===== src/rtl/cpu_phase_gen_if.sv =====
// Bus-timing strobe bundle between the phase generator and its consumers.
// Carries cycle_cnt only when CPU_PHASE_CYCLE_CNT_EN is defined.
interface cpu_phase_gen_if;
  logic        halt;
  logic        step;
  logic        ph1;
  logic        ph2;
  logic        ph1_rising;
  logic        ph1_falling;
  logic        ph2_rising;
  logic        ph2_falling;
  logic        even_cycle;
  logic        halted;
`ifdef CPU_PHASE_CYCLE_CNT_EN
  logic [31:0] cycle_cnt;
`endif

  // Phase generator side: sources the strobes, receives halt/step.
  modport master (
    input  halt, step,
    output ph1, ph2, ph1_rising, ph1_falling, ph2_rising, ph2_falling,
           even_cycle, halted
`ifdef CPU_PHASE_CYCLE_CNT_EN
    , output cycle_cnt
`endif
  );

  // Consumer / debug side: drives halt/step, observes the strobes.
  modport slave (
    output halt, step,
    input  ph1, ph2, ph1_rising, ph1_falling, ph2_rising, ph2_falling,
           even_cycle, halted
`ifdef CPU_PHASE_CYCLE_CNT_EN
    , input cycle_cnt
`endif
  );
endinterface


===== src/rtl/cpu_phase_gen.sv =====
// CPU two-phase bus strobe generator with halt/single-step freeze on cycle boundaries.
// Optional CPU cycle counter enabled by defining CPU_PHASE_CYCLE_CNT_EN.
module cpu_phase_gen #(
  parameter int PHASE_LEN = 6,
  parameter int CNT_W     = 8
) (
  input  logic             clk,
  input  logic             rst,
  cpu_phase_gen_if.master  bus
);

  if ((PHASE_LEN < 2) || (PHASE_LEN > 127) || ((1 << CNT_W) < (2 * PHASE_LEN))) begin : g_param_check
    $error("cpu_phase_gen: illegal PHASE_LEN/CNT_W combination");
  end

  localparam logic [CNT_W-1:0] ZERO_C    = {CNT_W{1'b0}};
  localparam logic [CNT_W-1:0] ONE_C     = CNT_W'(1);
  localparam logic [CNT_W-1:0] PH1_END_C = CNT_W'(PHASE_LEN - 1);
  localparam logic [CNT_W-1:0] PH_LEN_C  = CNT_W'(PHASE_LEN);
  localparam logic [CNT_W-1:0] LAST_C    = CNT_W'(2 * PHASE_LEN - 1);

  typedef enum logic [1:0] {
    ST_RUN  = 2'd0,
    ST_HALT = 2'd1,
    ST_STEP = 2'd2
  } state_t;

  state_t           state_r, state_s;
  logic [CNT_W-1:0] cnt_r, cnt_s;
  logic             active_r, active_s;
  logic             even_r, even_s;
  logic             boundary_s;
  logic             ph1_r, ph2_r, ph1_rising_r, ph1_falling_r;
  logic             ph2_rising_r, ph2_falling_r, halted_r;

  // Next-state: active_r low in RUN marks the idle clk right after reset.
  always_comb begin
    state_s    = state_r;
    cnt_s      = cnt_r;
    active_s   = active_r;
    even_s     = even_r;
    boundary_s = active_r && (cnt_r == LAST_C);
    case (state_r)
      ST_RUN, ST_STEP: begin
        if (!active_r) begin
          active_s = 1'b1;
          cnt_s    = ZERO_C;
        end else if (boundary_s) begin
          even_s = ~even_r;
          cnt_s  = ZERO_C;
          if (bus.halt) begin
            state_s  = ST_HALT;
            active_s = 1'b0;
          end else begin
            state_s  = ST_RUN;
            active_s = 1'b1;
          end
        end else begin
          cnt_s = cnt_r + ONE_C;
        end
      end
      ST_HALT: begin
        cnt_s = ZERO_C;
        if (bus.step) begin
          state_s  = ST_STEP;
          active_s = 1'b1;
        end else if (!bus.halt) begin
          state_s  = ST_RUN;
          active_s = 1'b1;
        end else begin
          state_s  = ST_HALT;
          active_s = 1'b0;
        end
      end
      default: begin
        state_s  = ST_RUN;
        cnt_s    = ZERO_C;
        active_s = 1'b0;
      end
    endcase
  end

  // FSM state plus strobes registered from the next-state decode.
  always_ff @(posedge clk) begin
    if (rst) begin
      state_r       <= ST_RUN;
      cnt_r         <= ZERO_C;
      active_r      <= 1'b0;
      even_r        <= 1'b1;
      ph1_r         <= 1'b1;
      ph2_r         <= 1'b0;
      ph1_rising_r  <= 1'b0;
      ph1_falling_r <= 1'b0;
      ph2_rising_r  <= 1'b0;
      ph2_falling_r <= 1'b0;
      halted_r      <= 1'b0;
    end else begin
      state_r       <= state_s;
      cnt_r         <= cnt_s;
      active_r      <= active_s;
      even_r        <= even_s;
      ph1_r         <= (cnt_s < PH_LEN_C);
      ph2_r         <= !(cnt_s < PH_LEN_C);
      ph1_rising_r  <= active_s && (cnt_s == ZERO_C);
      ph1_falling_r <= active_s && (cnt_s == PH1_END_C);
      ph2_rising_r  <= active_s && (cnt_s == PH_LEN_C);
      ph2_falling_r <= active_s && (cnt_s == LAST_C);
      halted_r      <= (state_s == ST_HALT);
    end
  end

  assign bus.ph1         = ph1_r;
  assign bus.ph2         = ph2_r;
  assign bus.ph1_rising  = ph1_rising_r;
  assign bus.ph1_falling = ph1_falling_r;
  assign bus.ph2_rising  = ph2_rising_r;
  assign bus.ph2_falling = ph2_falling_r;
  assign bus.even_cycle  = even_r;
  assign bus.halted      = halted_r;

`ifdef CPU_PHASE_CYCLE_CNT_EN
  logic [31:0] cycle_cnt_r;

  // Counts completed CPU cycles; bit 0 tracks ~even_cycle by construction.
  always_ff @(posedge clk) begin
    if (rst) begin
      cycle_cnt_r <= 32'd0;
    end else if (boundary_s) begin
      cycle_cnt_r <= cycle_cnt_r + 32'd1;
    end else begin
      cycle_cnt_r <= cycle_cnt_r;
    end
  end

  assign bus.cycle_cnt = cycle_cnt_r;
`endif

endmodule


===== src/flat_wrapper.sv =====
// flat-port wrapper written by rule: the top's interface ports become plain ports
module cpu_phase_gen_flat 
#(
  parameter int PHASE_LEN = 6,
  parameter int CNT_W     = 8
)
  (clk, rst, bus_halt, bus_step, bus_ph1, bus_ph2, bus_ph1_rising, bus_ph1_falling, bus_ph2_rising, bus_ph2_falling, bus_even_cycle, bus_halted);
  cpu_phase_gen_if bus_i ();
  input  logic clk;
  input  logic rst;
  input wire logic [$bits(bus_i.halt)-1:0] bus_halt;
  input wire logic [$bits(bus_i.step)-1:0] bus_step;
  output wire logic [$bits(bus_i.ph1)-1:0] bus_ph1;
  output wire logic [$bits(bus_i.ph2)-1:0] bus_ph2;
  output wire logic [$bits(bus_i.ph1_rising)-1:0] bus_ph1_rising;
  output wire logic [$bits(bus_i.ph1_falling)-1:0] bus_ph1_falling;
  output wire logic [$bits(bus_i.ph2_rising)-1:0] bus_ph2_rising;
  output wire logic [$bits(bus_i.ph2_falling)-1:0] bus_ph2_falling;
  output wire logic [$bits(bus_i.even_cycle)-1:0] bus_even_cycle;
  output wire logic [$bits(bus_i.halted)-1:0] bus_halted;
  assign bus_i.halt = bus_halt;
  assign bus_i.step = bus_step;
  assign bus_ph1 = bus_i.ph1;
  assign bus_ph2 = bus_i.ph2;
  assign bus_ph1_rising = bus_i.ph1_rising;
  assign bus_ph1_falling = bus_i.ph1_falling;
  assign bus_ph2_rising = bus_i.ph2_rising;
  assign bus_ph2_falling = bus_i.ph2_falling;
  assign bus_even_cycle = bus_i.even_cycle;
  assign bus_halted = bus_i.halted;
  cpu_phase_gen #(.PHASE_LEN(PHASE_LEN), .CNT_W(CNT_W)) u_core (.clk(clk), .rst(rst), .bus(bus_i));
endmodule

===== config.mk =====
export PLATFORM = sky130hd
export DESIGN_NAME = cpu_phase_gen_flat
export DESIGN_NICKNAME = d
export VERILOG_FILES = /design/src/rtl/cpu_phase_gen_if.sv /design/src/rtl/cpu_phase_gen.sv /design/src/flat_wrapper.sv
export SDC_FILE = /design/constraint.sdc
export NUM_CORES = 1
export LEC_CHECK = 0
export ABC_AREA = 1
export ABC_CLOCK_PERIOD_IN_PS = 2500
export CAP_MARGIN = 40
export CELL_PAD_IN_SITES_DETAIL_PLACEMENT = 1
export CELL_PAD_IN_SITES_GLOBAL_PLACEMENT = 1
export CORE_UTILIZATION = 45
export CTS_BUF_LIST = sky130_fd_sc_hd__clkbuf_4
export CTS_CLUSTER_DIAMETER = 50
export DETAILED_ROUTE_END_ITERATION = 8
export DONT_BUFFER_PORTS = 1
export GPL_ROUTABILITY_DRIVEN = 0
export HOLD_SLACK_MARGIN = 0.03
export PLACE_DENSITY = 0.78
export SLEW_MARGIN = 20
export SYNTH_ARGS = -nofsm -noshare
export SYNTH_HDL_FRONTEND = slang
export SYNTH_SLANG_ARGS = --single-unit

===== constraint.sdc =====
create_clock -name clk -period 2.5 [get_ports clk]
set_input_delay 0.25 -clock clk [delete_from_list [all_inputs] [get_ports clk]]
set_output_delay 0.25 -clock clk [all_outputs]
set_load 0.05 [all_outputs]

; ---- Word-level counts from Yosys, hierarchy flattened
; Index checks and enable logic that the tools add are counted.
[word_totals]
reg_bits = 19
input_bits = 4
[op_classes]
bitwise = 1
n_eq_ne = 7
addsub = 1
mux = 13
n_lt_le_gt_ge = 1
n_reduce_logical = 10
[ops]
columns = operator, count
row1 = 8-bit two-way mux, 3
row2 = "8-bit by 3-bit == test with 1-bit output, second input constant", 2
row3 = "8-bit by 4-bit == test with 1-bit output, second input constant", 2
row4 = "8-bit by 1-bit adder with 8-bit output, second input constant", 1
row5 = 8-bit logical NOT, 1
row6 = "8-bit by 3-bit less-than comparator with 1-bit output, second input constant", 1
row7 = 2-bit two-way mux, 3
row8 = 1-bit logical AND, 5
row9 = 1-bit two-way mux, 5
row10 = "2-bit by 1-bit == test with 1-bit output, second input constant", 2
row11 = 2-bit case mux with 2 select lines, 1
row12 = 3-bit AND reduction, 1
row13 = "2-bit == test, second input constant", 1
row14 = 2-bit logical NOT, 1
row15 = 1-bit case mux with 2 select lines, 1
row16 = 2-bit OR reduction, 1
row17 = 1-bit logical NOT, 1
row18 = 1-bit inverter, 1

; ---- Longest topological paths before layout
; Gate-level depths: netlist of the first run.
[logic_depth]
ltp_word = 7
ltp_mapped = 12
mapped_depth_nobuf = 12

; ---- Worst setup path after synthesis of the first run
; Ideal clock, no wire load.
[synth_path]
kind = register -> register
start = reg u_core.cnt_r[0]
end = reg u_core.ph1_rising_r (netlist: u_core.bus.ph1_rising)
slack_ns = 1.132
stages_incl_launch_ff = 12
setup_ns = 0.112
n_path_buf = 0
t_required_ns = 2.388
t_arrival_ns = 1.256
period_less_slack_ns = 1.368
path_cell_list = dfxtp_1 > ha_1 > nand2_1 > inv_1 > nand2_1 > nor2_4 > nor2_2 > nand3_1 > nand2_2 > nor2_4 > nand2_2 > nor2_1
[synth_via]
elab_chain_len = 7
word_cells_on_any_way = 11
[synth_rtl]
columns = item, line_no
row1 = start: declaration, cpu_phase_gen.sv:29  ; logic [CNT_W-1:0] cnt_r, cnt_s;
row2 = start signal: assignment, cpu_phase_gen.sv:99  ; cnt_r <= cnt_s;
row3 = "parallel branches: the longest is 6 deep, another holds 8-bit by 1-bit adder with 8-bit output", --
row4 = 1-bit logical AND *, cpu_phase_gen.sv:104  ; ph1_rising_r <= active_s && (cnt_s == ZERO_C);
row5 = end signal: assignment, cpu_phase_gen.sv:104
row6 = end: declaration, cpu_phase_gen.sv:33  ; logic ph1_r, ph2_r, ph1_rising_r, ph1_falling_r;
; Mark *: on every way between the ends.
; A chain may end at the register's enable or synchronous reset.

; ---- Final worst setup path of the first run
[layout_path]
start = reg u_core.cnt_r[0]
end = reg u_core.ph2_rising_r (netlist: u_core.bus.ph2_rising)
[layout_via]
elab_chain_len = 7
word_cells_on_any_way = 11
[layout_rtl]
columns = item, line_no
row1 = "parallel branches: the longest is 6 deep, another holds 8-bit by 1-bit adder with 8-bit output", --
row2 = 1-bit logical AND *, cpu_phase_gen.sv:106  ; ph2_rising_r <= active_s && (cnt_s == PH_LEN_C);
row3 = end signal: assignment, cpu_phase_gen.sv:106
row4 = end: declaration, cpu_phase_gen.sv:34  ; logic ph2_rising_r, ph2_falling_r, halted_r;
; Marked as above.

==> reports/qor.csv, run 1 <==
metric;value;unit
status;completed;
clock skew;0.00620;ns
Clock Tree Buf Depth;2;
kind of critical path;register to register;
Sw Share;24.8;%
period utilization;64.0;%
RSZ-0062 raised after global routing;no;
Chip Height;46.2;um
MaxCap Viol Count;0;
CP max FO;4;
post-synthesis cell count;125;
Worst slew margin;65.2;%
clk slew on worst S/H paths;0.11;ns
Pwr per Cell Area;525;nW/um2
Num CTS Buffers;3;
Avg Cell Area, Syn;7.03;um2
Slowest cell on crit path;dfxtp_1;
DRC Markers;0;
fin crit period;1.60;ns
1st-pass router iterations;4;
share of layout cells above drive strength 1;12.4;%
IO Pins;12;
Slew Limit Fails;0;
Psw;0.123;mW
top-area cell type share of the netlist area;43.3;%
area growth from synthesis to layout;7.41;%
Syn. warnings;0;
Core Box Area;1780;um2
Clock Power Share;32.1;%
Place WS;0.939;ns
worst-margin pin slew;0.522;ns
combinational share of power;4.4;%
clock insertion delay at the later pin of the skew report;0.30;ns
CP Data Arrival Time;1.85;ns
DR vias;778;
first-pass GRT wire length;3310;um
vias in the first global route;772;
Power Internal;0.372;mW
Worst setup SP type;register;
die area;2130;um2
clk root buf;clkbuf_4;
P_leak;0.446;nW
Post-DRT Antenna Nets;0;
Initial Util;49.3;%
Congestion Overflow GR;0;
Final setup viols;0;
CTS tree;yes;
Clock Sinks;19;
post-synth net total;130;
crit-path max cell delay;0.39;ns
final wirelength;2000;um
Seq/Total Area, Yosys;43.3;%
pin count of the biggest net entering global routing;12;
most frequent cells in the layout;26 x nand2_1, 20 x nor2_1, 19 x dfxtp_1;
initial DRC count;8;
Hold Crit Class;input port to register;
area leader, netlist;dfxtp_1;
worst hold slack;0.101;ns
critical path, cell by cell;ha_1, nand2_1, inv_1, nand2_1, nor2_4, nor2_2, nand3_1, nand2_2, nor2_4, nand2_2, nor2_1;
ANT cells;0;
Worst IR Drop VDD;0.341;mV
sequential fraction of design power;63.5;%
area of the mapped netlist;878;um2
Synth area leaders;dfxtp_1 43%, nand2_1 11%, nor2_1 8.5%;
Fin Setup TNS;0;ns
post-DR vias/cell;5.05;
H-tree depth;1;
Final Hold Viols;0;
Rows;15;
antenna violations before repair;0;
WL/cell;13.0;um
IO buf count;0;
Worst Path Required;2.75;ns
highest achievable clock rate;625;MHz
dpl hpwl;1640;um
PnR worst setup slack;0.900;ns
die span in x;46.2;um
gr usage total;22.7;%
Yosys reg bits;19;
commonest non-fill, non-tap cell in the layout;nand2_1;
Netlist cell types;19;
CP Capture Type;register;
fin nets;135;
==> synthesized netlist by cell type <==
library cell  number
xor2_1             1
nand3_1           13
a21oi_1            3
dfxtp_1           19
nor2_4             3
o21a_1             1
inv_2              2
clkbuf_1           1
nand2_1           26
nor2_2             2
and3_1             2
inv_1             17
o21ai_0            4
nor3_1             1
nand3b_1           1
ha_1               1
nand2_2            5
nand4_1            3
nor2_1            20
==> metal layers <==
layer / vias up / GRT usage (%) / share of wire (%)
met5: - / 0 / 0
met4: 0 / 15.3 / 2.6
met1: 366 / 28.6 / 47
li1: 397 / - / -
met2: 11 / 35.8 / 48
met3: 4 / 3.14 / 2.7
==> worst max-delay path: cells and delay by family, from the launching register on <==
family | cells | cell delay (ns)
AND/OR/NAND/NOR | 9 | 0.86
adder cells (fa/ha/maj) | 1 | 0.24
buffers and inverters | 1 | 0.06
flip-flops | 1 | 0.39
==> layout make-up <==
class                   instances  area [um2]
repair buffers                  1        10.0
well taps                      25        31.3
inverters                      19        71.3
flip-flops and latches         19         380
clock buffers                   3        22.5
clock inverters                 1        5.00
multi-input cells              86         423
fillers                       245         840
==> sequential cells by signal, summed over array words and instances, names as in the netlist <==
signal and cells:
u_core.bus.ph1 1, u_core.bus.ph2_rising 1, u_core.bus.even_cycle 1, u_core.bus.ph2 1
u_core.bus.halted 1, u_core.active_r 1, u_core.state_r 2, u_core.cnt_r 8
u_core.bus.ph2_falling 1, u_core.bus.ph1_rising 1, u_core.bus.ph1_falling 1
==> path summary, 6_finish.rpt <==
kind | start | end | slack [ns] | cells after the start
worst max register to register | u_core.cnt_r[0] | u_core.bus.ph2_rising | 0.90 | 11
worst min-delay path | bus_step | u_core.state_r[1] | 0.10 | 2
worst min register to register | u_core.state_r[1] | u_core.state_r[1] | 0.51 | 2
worst max-delay path | u_core.cnt_r[0] | u_core.bus.ph2_rising | 0.90 | 11
==> cells by family after synthesis <==
group / share of synthesized area, %
compound gates: 4.84
fa+ha+maj: 1.42
buf+inv: 8.55
flops: 43.3
simple gates: 40.9
xor+xnor: 0.997
==> per-stage QoR <==
stage | power [mW] | instances | utilization, % | area [um2]
final | 0.495 | 154 | 52.9 | 943
after global routing | 0.511 | 154 | 52.9 | 943
after CTS | 0.498 | 154 | 52.9 | 943
after detailed placement | 0.339 | 149 | 50.8 | 906
after global placement | 0.339 | 149 | 50.8 | 906
after floorplan | 0.337 | 125 | - | 878
==> power by group through the flow <==
stage / Sequential [mW] / Combinational [mW] / Clock, mW
floorplan: 0.320 / 0.0162 / 0
global placement: 0.321 / 0.0174 / 0
detailed placement: 0.321 / 0.0181 / 0
CTS: 0.314 / 0.0222 / 0.161
global route: 0.315 / 0.0248 / 0.172
finish: 0.314 / 0.0217 / 0.159
==> repair_timing <==
action | in CTS | in global routing
endpoints found under the setup margin | 0 | 0
hold buffers | 1 | 0
hold endpoints to repair | 10 | 0
buffers inserted | 0 | 0
resized for setup | 0 | 0
Note: power is estimated with default switching activity, not from simulation.
==> run 2, diff against run 1 <==
ABC_CLOCK_PERIOD_IN_PS = 1400   (was 2500)
CORE_UTILIZATION = 41   (was 45)
PLACE_DENSITY = 0.75   (was 0.78)
clock period = 1.4 ns   (was 2.5 ns; I/O delays follow)
==> reports/qor.csv, run 2 (synthesis results as in run 1) <==
metric;value;unit
vias in the first global route;910;
Core Box Area;1980;um2
Final setup viols;9;
Slowest cell on crit path;dfxtp_2;
clk root buf;clkbuf_4;
crit-path max cell delay;0.38;ns
H-tree depth;1;
most frequent cells in the layout;20 x nand2_1, 17 x nor2_1, 17 x buf_4;
Worst slew margin;66.8;%
RSZ-0062 raised after global routing;yes;
clock insertion delay at the later pin of the skew report;0.31;ns
min-delay src;bus_halt;
Biggest register;u_core.cnt_r;
reg2reg setup slack;-0.14;ns
clock skew;0.00934;ns
initial DRC count;17;
antenna violations before repair;0;
Worst Hold Endpoint;u_core.active_r;
WP buf/inv;3;
worst-margin pin slew;0.496;ns
Worst IR Drop VDD;0.671;mV
Slew Limit Fails;0;
FF+latch area;384;um2
Hold Crit Class;input port to register;
Final Hold Viols;0;
area of the multi-input gates;487;um2
Register-to-Register Path Depth;10;
Clock Sinks;19;
die span in x;48.3;um
Chip Height;48.3;um
dpl hpwl;1740;um
failing checks;negative setup slack;
ANT cells;0;
pin count of the biggest net entering global routing;12;
Filler cells;256;
critical path, cell by cell;buf_4, buf_4, inv_1, nor2_4, nand3_1, nand4_1, nand2_2, nor2_4, nand2_2, nor2_1;
Cells after DPL;163;
CP max FO;4;
Tot Pwr;0.943;mW
die area;2330;um2
WL/cell;18.1;um
final wirelength;3160;um
max reg flops;8;
Num CTS Buffers;3;
Post-DRT Antenna Nets;0;
first-pass GRT wire length;4380;um
origin of the critical flop-to-flop path;u_core.cnt_r[0];
IO Pins;12;
highest achievable clock rate;648;MHz
Clock Tree Buf Depth;2;
fin crit period;1.54;ns
Worst Path Required;1.66;ns
P_leak;0.536;nW
Rows;16;
fin nets;153;
DR vias;940;
CP Data Arrival Time;1.80;ns
Largest regs;u_core.cnt_r x8, u_core.state_r x2;
PnR worst setup slack;-0.143;ns
Congestion Overflow GR;0;
reg2reg end;u_core.bus.ph1_rising;
gr usage total;29.2;%
Hold Path Cell Cnt;5;
CP Capture Type;register;
delay-heaviest family, CP;simple AND/OR/NAND/NOR gates;
area growth from synthesis to layout;31.6;%
CTS tree;yes;
MaxCap Viol Count;0;
clk slew on worst S/H paths;0.12;ns
kind of critical path;register to register;
period utilization;110;%
fin cells;174;
1st-pass router iterations;4;
IO buf count;0;
status;complete, but fails checks;
commonest non-fill, non-tap cell in the layout;nand2_1;
Worst setup SP type;register;
DRC Markers;0;
Pwr per Cell Area;816;nW/um2
share of layout cells above drive strength 1;34.0;%
Initial Util;44.3;%
post-DR vias/cell;5.40;
[run 2: cell count changes in the layout (fill, tap and decap cells not counted), moves of 2 or more]
cell | previous run | this run
buf_4 | 0 | 17
nand2_1 | 26 | 20
nand2_2 | 5 | 9
dfxtp_1 | 19 | 16
dfxtp_2 | 0 | 3
nor2_1 | 20 | 17
nand2_4 | 0 | 2
nand3_1 | 13 | 11
nand3_2 | 0 | 2
nor2_2 | 2 | 4
[run 2: metrics by stage]
step	util [%]	setup slack (ns)	TNS (ns)	cell area, um2	hold WS (ns)
after global routing	58.3	-0.273	-2.06	1160	0.189
after CTS	55.7	-0.0386	-0.0736	1100	0.174
after floorplan	-	0.0321	0	878	0.272
after global placement	50.4	-0.0948	-0.476	998	0.212
final	58.3	-0.143	-0.854	1160	0.188
after detailed placement	50.4	-0.128	-0.716	998	0.215
[run 2: final cells by class]
type | count | share of cell area [%]
flip-flops and latches | 19 | 33.2
multi-input cells | 86 | 42.1
repair buffers | 19 | 12.8
inverters | 19 | 6.39
clock buffers | 4 | 2.60
well taps | 27 | 2.92
[run 2: worst reg2reg max path, delay by kind of cell (launching register included)]
kind                   cells  cell delay (ns)
and+or+nand+nor            7             0.83
DFF                        1             0.38
buffers and inverters      3             0.27
[run 2: worst max-delay path by stage]
stage	slack [ns]	from	to	cells past startpoint
2_1_floorplan	0.03	u_core.cnt_r[0]	u_core.bus.ph1_rising	11
3_3_place_gp	-0.09	u_core.cnt_r[0]	u_core.bus.ph1	11
3_5_place_dp	-0.13	u_core.cnt_r[0]	u_core.bus.ph2_rising	11
4_1_cts	-0.04	u_core.cnt_r[1]	u_core.bus.ph1_rising	11
5_1_grt	-0.27	u_core.cnt_r[0]	u_core.bus.ph1	9
6_report	-0.14	u_core.cnt_r[0]	u_core.bus.ph1_rising	10
[run 2: per-layer routing]
metal,part of all wire [%],global-route usage [%]
met1,41,35.7
met2,52,49.1
met3,2.9,4.44
met4,3.4,15.6
met5,0,0
[run 2: timing repair]
action | 4_1_cts | 5_1_grt
setup buffers | 2 | 3
hold endpoints to repair | 12 | 0
pin swaps | 8 | 12
endpoints found under the setup margin | 8 | 15
hold buffers | 2 | 0
gates resized for setup | 12 | 11
[run 2: power breakdown]
group	internal, mW	switching (mW)
Sequential	0.548	0.0162
Combinational	0.0250	0.0407
Clock	0.131	0.183
==> run 3, diff against run 2 <==
CTS_CLUSTER_DIAMETER = unset   (was 50)
==> results of run 3 <==
Same layout as run 2: the final DEF is identical, and so are final timing and power.
